--- src/rtl/mips_pkg.sv ---
// mips_pkg: encodings and constants shared by the MIPS32 pipeline stages.
//   - wbSel_e     : result source selected at write-back
//   - ldSize_e    : load access size
//   - LINK_OFFSET : distance from a jump-and-link PC to its return address
//   - wbEntry_t   : one buffered register-file write (flag, address, data)
package mips_pkg;

    typedef enum logic [1:0] {
        WB_ALU  = 2'b00,
        WB_LOAD = 2'b01,
        WB_LINK = 2'b10,
        WB_NONE = 2'b11
    } wbSel_e;

    typedef enum logic [1:0] {
        LD_B = 2'b00,
        LD_H = 2'b01,
        LD_W = 2'b10
    } ldSize_e;

    // The return address skips the branch delay slot.
    localparam logic [31:0] LINK_OFFSET = 32'd8;

    typedef struct packed {
        logic        we;
        logic [4:0]  rd;
        logic [31:0] data;
    } wbEntry_t;

endpackage

--- src/rtl/load_align.sv ---
// load_align: combinational byte/half/word select and extension of a raw
// little-endian memory word. Shared with the MEM-stage forward path.
//   memData    in  32  raw memory word
//   addrLo     in  2   byte offset of the load address
//   ldSize     in  2   LD_B / LD_H / LD_W (the unused code behaves as word)
//   ldUnsigned in  1   1 = zero-extend, 0 = sign-extend
//   loadData   out 32  aligned, extended result
module load_align
    import mips_pkg::*;
(
    input  logic [31:0] memData,
    input  logic [1:0]  addrLo,
    input  logic [1:0]  ldSize,
    input  logic        ldUnsigned,
    output logic [31:0] loadData
);

    logic [7:0]  byteSel_s;
    logic [15:0] halfSel_s;
    logic [31:0] byteExt_s;
    logic [31:0] halfExt_s;

    // Pick the addressed byte (offset 0 = least significant byte).
    always_comb begin
        byteSel_s = 8'd0;
        case (addrLo)
            2'b00:   byteSel_s = memData[7:0];
            2'b01:   byteSel_s = memData[15:8];
            2'b10:   byteSel_s = memData[23:16];
            2'b11:   byteSel_s = memData[31:24];
            default: byteSel_s = 8'd0;
        endcase
    end

    // Halfword uses only addrLo[1]; a misaligned half never reaches this stage.
    always_comb begin
        if (addrLo[1]) begin
            halfSel_s = memData[31:16];
        end else begin
            halfSel_s = memData[15:0];
        end
    end

    // Extend the selected byte and halfword.
    always_comb begin
        if (ldUnsigned) begin
            byteExt_s = {24'd0, byteSel_s};
            halfExt_s = {16'd0, halfSel_s};
        end else begin
            byteExt_s = {{24{byteSel_s[7]}}, byteSel_s};
            halfExt_s = {{16{halfSel_s[15]}}, halfSel_s};
        end
    end

    // Final size mux; anything other than byte or half is a full word.
    always_comb begin
        loadData = memData;
        case (ldSize)
            LD_B:    loadData = byteExt_s;
            LD_H:    loadData = halfExt_s;
            default: loadData = memData;
        endcase
    end

endmodule

--- src/rtl/wb_stage.sv ---
// wb_stage: MIPS32 write-back stage. Accepts retiring instructions from MEM
// over valid/ready, forms the final result, buffers it in a small FIFO and
// drives one register-file write per granted cycle. Counts retirements.
//   clk, rst          clock (rising) and asynchronous active-high reset
//   in_valid/in_ready MEM handshake; in_ready depends on queue occupancy only
//   in_rd, in_wb_sel  destination register and result source
//   in_alu_result     ALU value
//   in_mem_data, in_addr_lo, in_ld_size, in_ld_unsigned  raw load and shape
//   in_pc             instruction PC (link result = PC + 8)
//   rf_grant          register-file write port free this cycle
//   RegWr/WrAddr/WrBack  register-file write port
//   fwd_valid         head entry holds a pending write
//   retired           retired-instruction count (wraps)
module wb_stage
    import mips_pkg::*;
#(
    parameter int DEPTH = 2,
    parameter int CNT_W = 32
) (
    input  logic             clk,
    input  logic             rst,
    input  logic             in_valid,
    output logic             in_ready,
    input  logic [4:0]       in_rd,
    input  logic [1:0]       in_wb_sel,
    input  logic [31:0]      in_alu_result,
    input  logic [31:0]      in_mem_data,
    input  logic [1:0]       in_addr_lo,
    input  logic [1:0]       in_ld_size,
    input  logic             in_ld_unsigned,
    input  logic [31:0]      in_pc,
    input  logic             rf_grant,
    output logic             RegWr,
    output logic [4:0]       WrAddr,
    output logic [31:0]      WrBack,
    output logic             fwd_valid,
    output logic [CNT_W-1:0] retired
);

    localparam int PTR_W = (DEPTH > 1) ? $clog2(DEPTH) : 1;
    localparam int OCC_W = $clog2(DEPTH + 1);
    localparam logic [OCC_W-1:0] FULL_COUNT = OCC_W'(DEPTH);

    wbEntry_t         queue_r [DEPTH];
    logic [PTR_W-1:0] wrPtr_r;
    logic [PTR_W-1:0] rdPtr_r;
    logic [OCC_W-1:0] count_r;
    logic [CNT_W-1:0] retired_r;

    logic [31:0] loadData_s;
    logic [31:0] result_s;
    logic        writeEn_s;
    logic        notEmpty_s;
    logic        push_s;
    logic        pop_s;
    wbEntry_t    head_s;

    load_align u_loadAlign (
        .memData    (in_mem_data),
        .addrLo     (in_addr_lo),
        .ldSize     (in_ld_size),
        .ldUnsigned (in_ld_unsigned),
        .loadData   (loadData_s)
    );

    // Result source mux; a no-write entry carries zero data.
    always_comb begin
        result_s = 32'd0;
        case (in_wb_sel)
            WB_ALU:  result_s = in_alu_result;
            WB_LOAD: result_s = loadData_s;
            WB_LINK: result_s = in_pc + LINK_OFFSET;
            default: result_s = 32'd0;
        endcase
    end

    // $0 is hard-wired, so its writes are dropped while the instruction still retires.
    assign writeEn_s  = (in_wb_sel != WB_NONE) && (in_rd != 5'd0);

    assign notEmpty_s = (count_r != '0);
    assign head_s     = queue_r[rdPtr_r];
    assign in_ready   = (count_r < FULL_COUNT);
    assign push_s     = in_valid && in_ready;
    // Entries without a write leave without waiting for the port.
    assign pop_s      = notEmpty_s && (rf_grant || !head_s.we);

    // Entry storage; written at the tail on each accepted instruction.
    always_ff @(posedge clk or posedge rst) begin
        if (rst) begin
            for (int i = 0; i < DEPTH; i++) begin
                queue_r[i] <= '0;
            end
        end else if (push_s) begin
            queue_r[wrPtr_r] <= '{we: writeEn_s, rd: in_rd, data: result_s};
        end
    end

    // Pointers (wrap naturally at the power-of-two depth) and occupancy.
    always_ff @(posedge clk or posedge rst) begin
        if (rst) begin
            wrPtr_r <= '0;
            rdPtr_r <= '0;
            count_r <= '0;
        end else begin
            if (push_s) begin
                wrPtr_r <= wrPtr_r + PTR_W'(1);
            end
            if (pop_s) begin
                rdPtr_r <= rdPtr_r + PTR_W'(1);
            end
            case ({push_s, pop_s})
                2'b10:   count_r <= count_r + OCC_W'(1);
                2'b01:   count_r <= count_r - OCC_W'(1);
                default: count_r <= count_r;
            endcase
        end
    end

    // Retirement counter, one step per pop, wrapping.
    always_ff @(posedge clk or posedge rst) begin
        if (rst) begin
            retired_r <= '0;
        end else if (pop_s) begin
            retired_r <= retired_r + CNT_W'(1);
        end else begin
            retired_r <= retired_r;
        end
    end

    // Write-port outputs from the head entry; all zero while empty.
    always_comb begin
        WrAddr    = 5'd0;
        WrBack    = 32'd0;
        fwd_valid = 1'b0;
        if (notEmpty_s) begin
            WrAddr    = head_s.rd;
            WrBack    = head_s.data;
            fwd_valid = head_s.we;
        end else begin
            WrAddr    = 5'd0;
            WrBack    = 32'd0;
            fwd_valid = 1'b0;
        end
    end

    assign RegWr   = fwd_valid && rf_grant;
    assign retired = retired_r;

endmodule

--- config.mk ---
export PLATFORM = sky130hd
export DESIGN_NAME = wb_stage
export DESIGN_NICKNAME = d
export VERILOG_FILES = /design/src/rtl/mips_pkg.sv /design/src/rtl/load_align.sv /design/src/rtl/wb_stage.sv
export SDC_FILE = /design/constraint.sdc
export NUM_CORES = 1
export LEC_CHECK = 0
export CELL_PAD_IN_SITES_DETAIL_PLACEMENT = 0
export CELL_PAD_IN_SITES_GLOBAL_PLACEMENT = 1
export CORE_ASPECT_RATIO = 1.75
export CORE_UTILIZATION = 39
export CTS_CLUSTER_SIZE = 28
export DETAILED_ROUTE_END_ITERATION = 10
export PLACE_DENSITY = 0.89
export SETUP_SLACK_MARGIN = 0.3
export SLEW_MARGIN = 15
export SYNTH_ARGS = -nofsm -noshare
export SYNTH_HDL_FRONTEND = slang
export SYNTH_SLANG_ARGS = --single-unit
--- constraint.sdc ---
create_clock -name clk -period 6.9 [get_ports clk]
set_clock_uncertainty 0.05 [all_clocks]
set_input_delay 1.38 -clock clk [delete_from_list [all_inputs] [get_ports clk]]
set_output_delay 1.38 -clock clk [all_outputs]
set_load 0.05 [all_outputs]
==> impl_metrics.py <==
metrics = {
    "cts": {
        "cts_tree": "yes",
        "clk_pin_slew_ns": 0.08,
        "postCtsHoldBufs": 0,
        "clock_sinks": 112,
        "root_buffer": "clkbuf_16",
        "cts_setup_buffers": 0,
        "cts_resized": 0,
        "clockBufferDepth": 2,
        "clock_latency_ns": 0.35,
        "htreeDepth": 3,
        "cts_inserted_buffers": 9,
    },
    "sta": {
        "hold_viol_final": 0,
        "slew_violations": 0,
        "period_needed_ns": 4.44,
        "rsz0062_at_grt": "false",
        "setup_tns_ns": 0,
        "setup_violations": 0,
        "worst_pin_slew_ns": 1.17,
        "fmax_mhz": 225,
        "whs_ns": 0.432,
        "maxSlewHeadroom_pct": 21.6,
        "post-route-period-util_pct": 64.4,
    },
    "routing": {
        "routedWlPerCell_um": 18.0,
        "route.detailed.drc": 0,
        "wl_mm": 21.2,
        "drtPass1Iterations": 5,
        "num_vias": 6513,
        "vias_per_cell": 5.52,
        "ant_nets": 0,
        "drtIter0Drc": 368,
    },
    "logic_synthesis": {
        "yosysWarnings": 0,
        "yosysSeqAreaShare_pct": 40.8,
        "async_reset_ff_share_pct": 100,
        "yosysTopAreaCell": "dfrtp_1",
        "synthCells": 799,
        "ys.flop_type": "dfrtp_1",
        "synth_common_cells": "dfrtp_1 (112), nor2_1 (108), nand2_1 (104), mux2i_1 (47), clkbuf_1 (41)",
        "avgSynthCellArea_um2": 8.60,
        "synth_nets": 914,
        "ys_ff_latch": 112,
        "netlist.area_leader.share_pct": 40.8,
        "synth_edf_count": 0,
        "syn_area_um2": 6870,
        "yosys.cell_count.top_type": "dfrtp_1",
        "synth_cell_type_count": 53,
        "synthTopCellsByArea": "dfrtp_1 (41%), mux2i_1 (6.8%), nor2_1 (5.9%)",
    },
    "floorplan": {
        "die_y_um": 178,
        "core_um2": 17100,
        "die-area_um2": 18200,
        "die-width_um": 102,
        "start_util_pct": 40.2,
        "core.rowCount": 63,
        "io_pins": 184,
    },
    "setup_path": {
        "crit_path_start": "rf_grant",
        "crit_path_end_kind": "output port",
        "r2r_start": "rdPtr_r$_DFFE_PP0P_",
        "crit_arrival_ns": 3.01,
        "worst_ep_required_time_ns": 5.47,
        "crit_path_start_kind": "input port",
        "path_max_fanout": 4,
        "crit_type": "input port to output port",
    },
    "global_route": {
        "grt_pass1_vias": 6300,
        "grt_start_max_net_pins": 60,
        "grt_usage_pct": 24.1,
        "grt_pass1_wl_mm": 32.9,
        "grt_remaining_overflow": 0,
        "antenna_found_initial": 0,
    },
    "flow_run": {
        "cap_viol_max_count": 0,
    },
    "layout": {
        "utilization_pct": 53.5,
        "n_fill_cell": 1651,
        "multiInputGateArea_um2": 3820,
        "seq_area_um2": 2800,
        "n_antenna_cell": 0,
        "area_growth_pct": 33.2,
        "final_nets": 1063,
        "drive_above_1_share_pct": 4.93,
    },
    "hold_path": {
        "hp-start": "queue_r[71]$_DFFE_PP0P_",
        "hp-class": "flop to flop",
    },
    "power": {
        "power_density_nw_per_um2": 397,
        "seqPwrFrac_pct": 29.0,
        "ir_drop_v": 0.000197,
        "internal-power_uw": 1890,
        "switching_share_pct": 48.1,
        "power.switching_uw": 1750,
        "power.clock.fraction_pct": 14.3,
        "combPwrFrac_pct": 56.7,
        "p_leak_uw": 0.00380,
    },
    "placed_design": {
        "io_buffers": 183,
        "dp_hpwl_mm": 16.0,
        "gp_congestion": 0.973,
    },
    "run_status": {
        "status": "finished clean",
    },
}
-- critical path: stages --
cell,delay (ns)
clkdlybuf4s50_1,0.45
inv_1,0.10
nor3_1,0.23
clkdlybuf4s50_1,0.84
-- cells in the final DEF (no fill, tap or decap), types with 24 or more instances in the layout --
| master | Yosys | routed |
|---|---|---|
| xnor2_1 | 24 | 24 |
| a31oi_1 | 27 | 27 |
| clkdlybuf4s50_1 | 0 | 183 |
| mux2i_1 | 47 | 47 |
| nor2_1 | 108 | 105 |
| nand3_1 | 25 | 25 |
| o21ai_1 | 32 | 32 |
| dfrtp_1 | 112 | 111 |
| nand2_1 | 104 | 104 |
-- power by group through the flow --
stage	sequential [µW]	clock, µW	combinational, µW
floorplan	1100	0	1360
global placement	1050	0	2060
detailed placement	1070	0	2080
CTS	1050	530	2080
global route	1080	555	2210
finish	1050	519	2060
-- registers in the layout (all words and copies together) (netlist names) --
| signal | count |
|---|---|
| wrPtr_r | 1 |
| retired | 32 |
| count_r | 2 |
| queue_r | 76 |
| rdPtr_r | 1 |
-- final timing paths --
check / endpoint / depth (start not counted) / slack, ns
min in group asynchronous: retired[10]$_DFFE_PP0P_ / 2 / 1.43
max in group asynchronous: queue_r[13]$_DFFE_PP0P_ / 3 / 4.20
setup reg to reg: retired[31]$_DFFE_PP0P_ / 6 / 4.21
setup / recovery: RegWr / 4 / 2.46
hold reg to reg: queue_r[71]$_DFFE_PP0P_ / 2 / 0.43
hold / removal: queue_r[71]$_DFFE_PP0P_ / 2 / 0.43
-- metrics by stage --
| stage | area [µm²] | worst slack, ns | power (µW) | std cells |
|---|---|---|---|---|
| 2_1_floorplan | 6870 | 2.51 | 2460 | 799 |
| 3_3_place_gp | 8850 | 2.47 | 3110 | 1164 |
| 3_5_place_dp | 8850 | 2.38 | 3140 | 1164 |
| 4_1_cts | 9150 | 2.44 | 3670 | 1180 |
| 5_1_grt | 9150 | 2.38 | 3850 | 1180 |
| 6_report | 9150 | 2.46 | 3640 | 1180 |
-- per-layer routing --
| metal | wire, µm | track usage (%) | vias to the layer above |
|---|---|---|---|
| met5 | 0 | 0 | - |
| met3 | 848 | 2.72 | 44 |
| met2 | 11200 | 43.4 | 238 |
| met1 | 8340 | 27.8 | 3080 |
| li1 | - | - | 3151 |
| met4 | 840 | 11.4 | 0 |
-- cells by family (layout without fill, tap and decap cells) --
family,after synthesis,after routing,share of synthesized area (%)
compound gates,166,166,15.9
xor+xnor,39,39,4.97
fa+ha+maj,3,3,0.546
buf+inv,66,220,3.84
flops,112,112,40.8
mux,54,54,8.48
simple gates,359,359,25.5
-- final cells by class --
cell class,instances,share of cell area (%)
clock buffers,9,2.46
clock inverters,7,0.847
inverters,13,0.560
multi-input cells,621,41.7
flip-flops and latches,112,30.6
well taps,227,3.10
repair buffers,191,20.7
No activity file was read; power rests on OpenSTA's default activity.
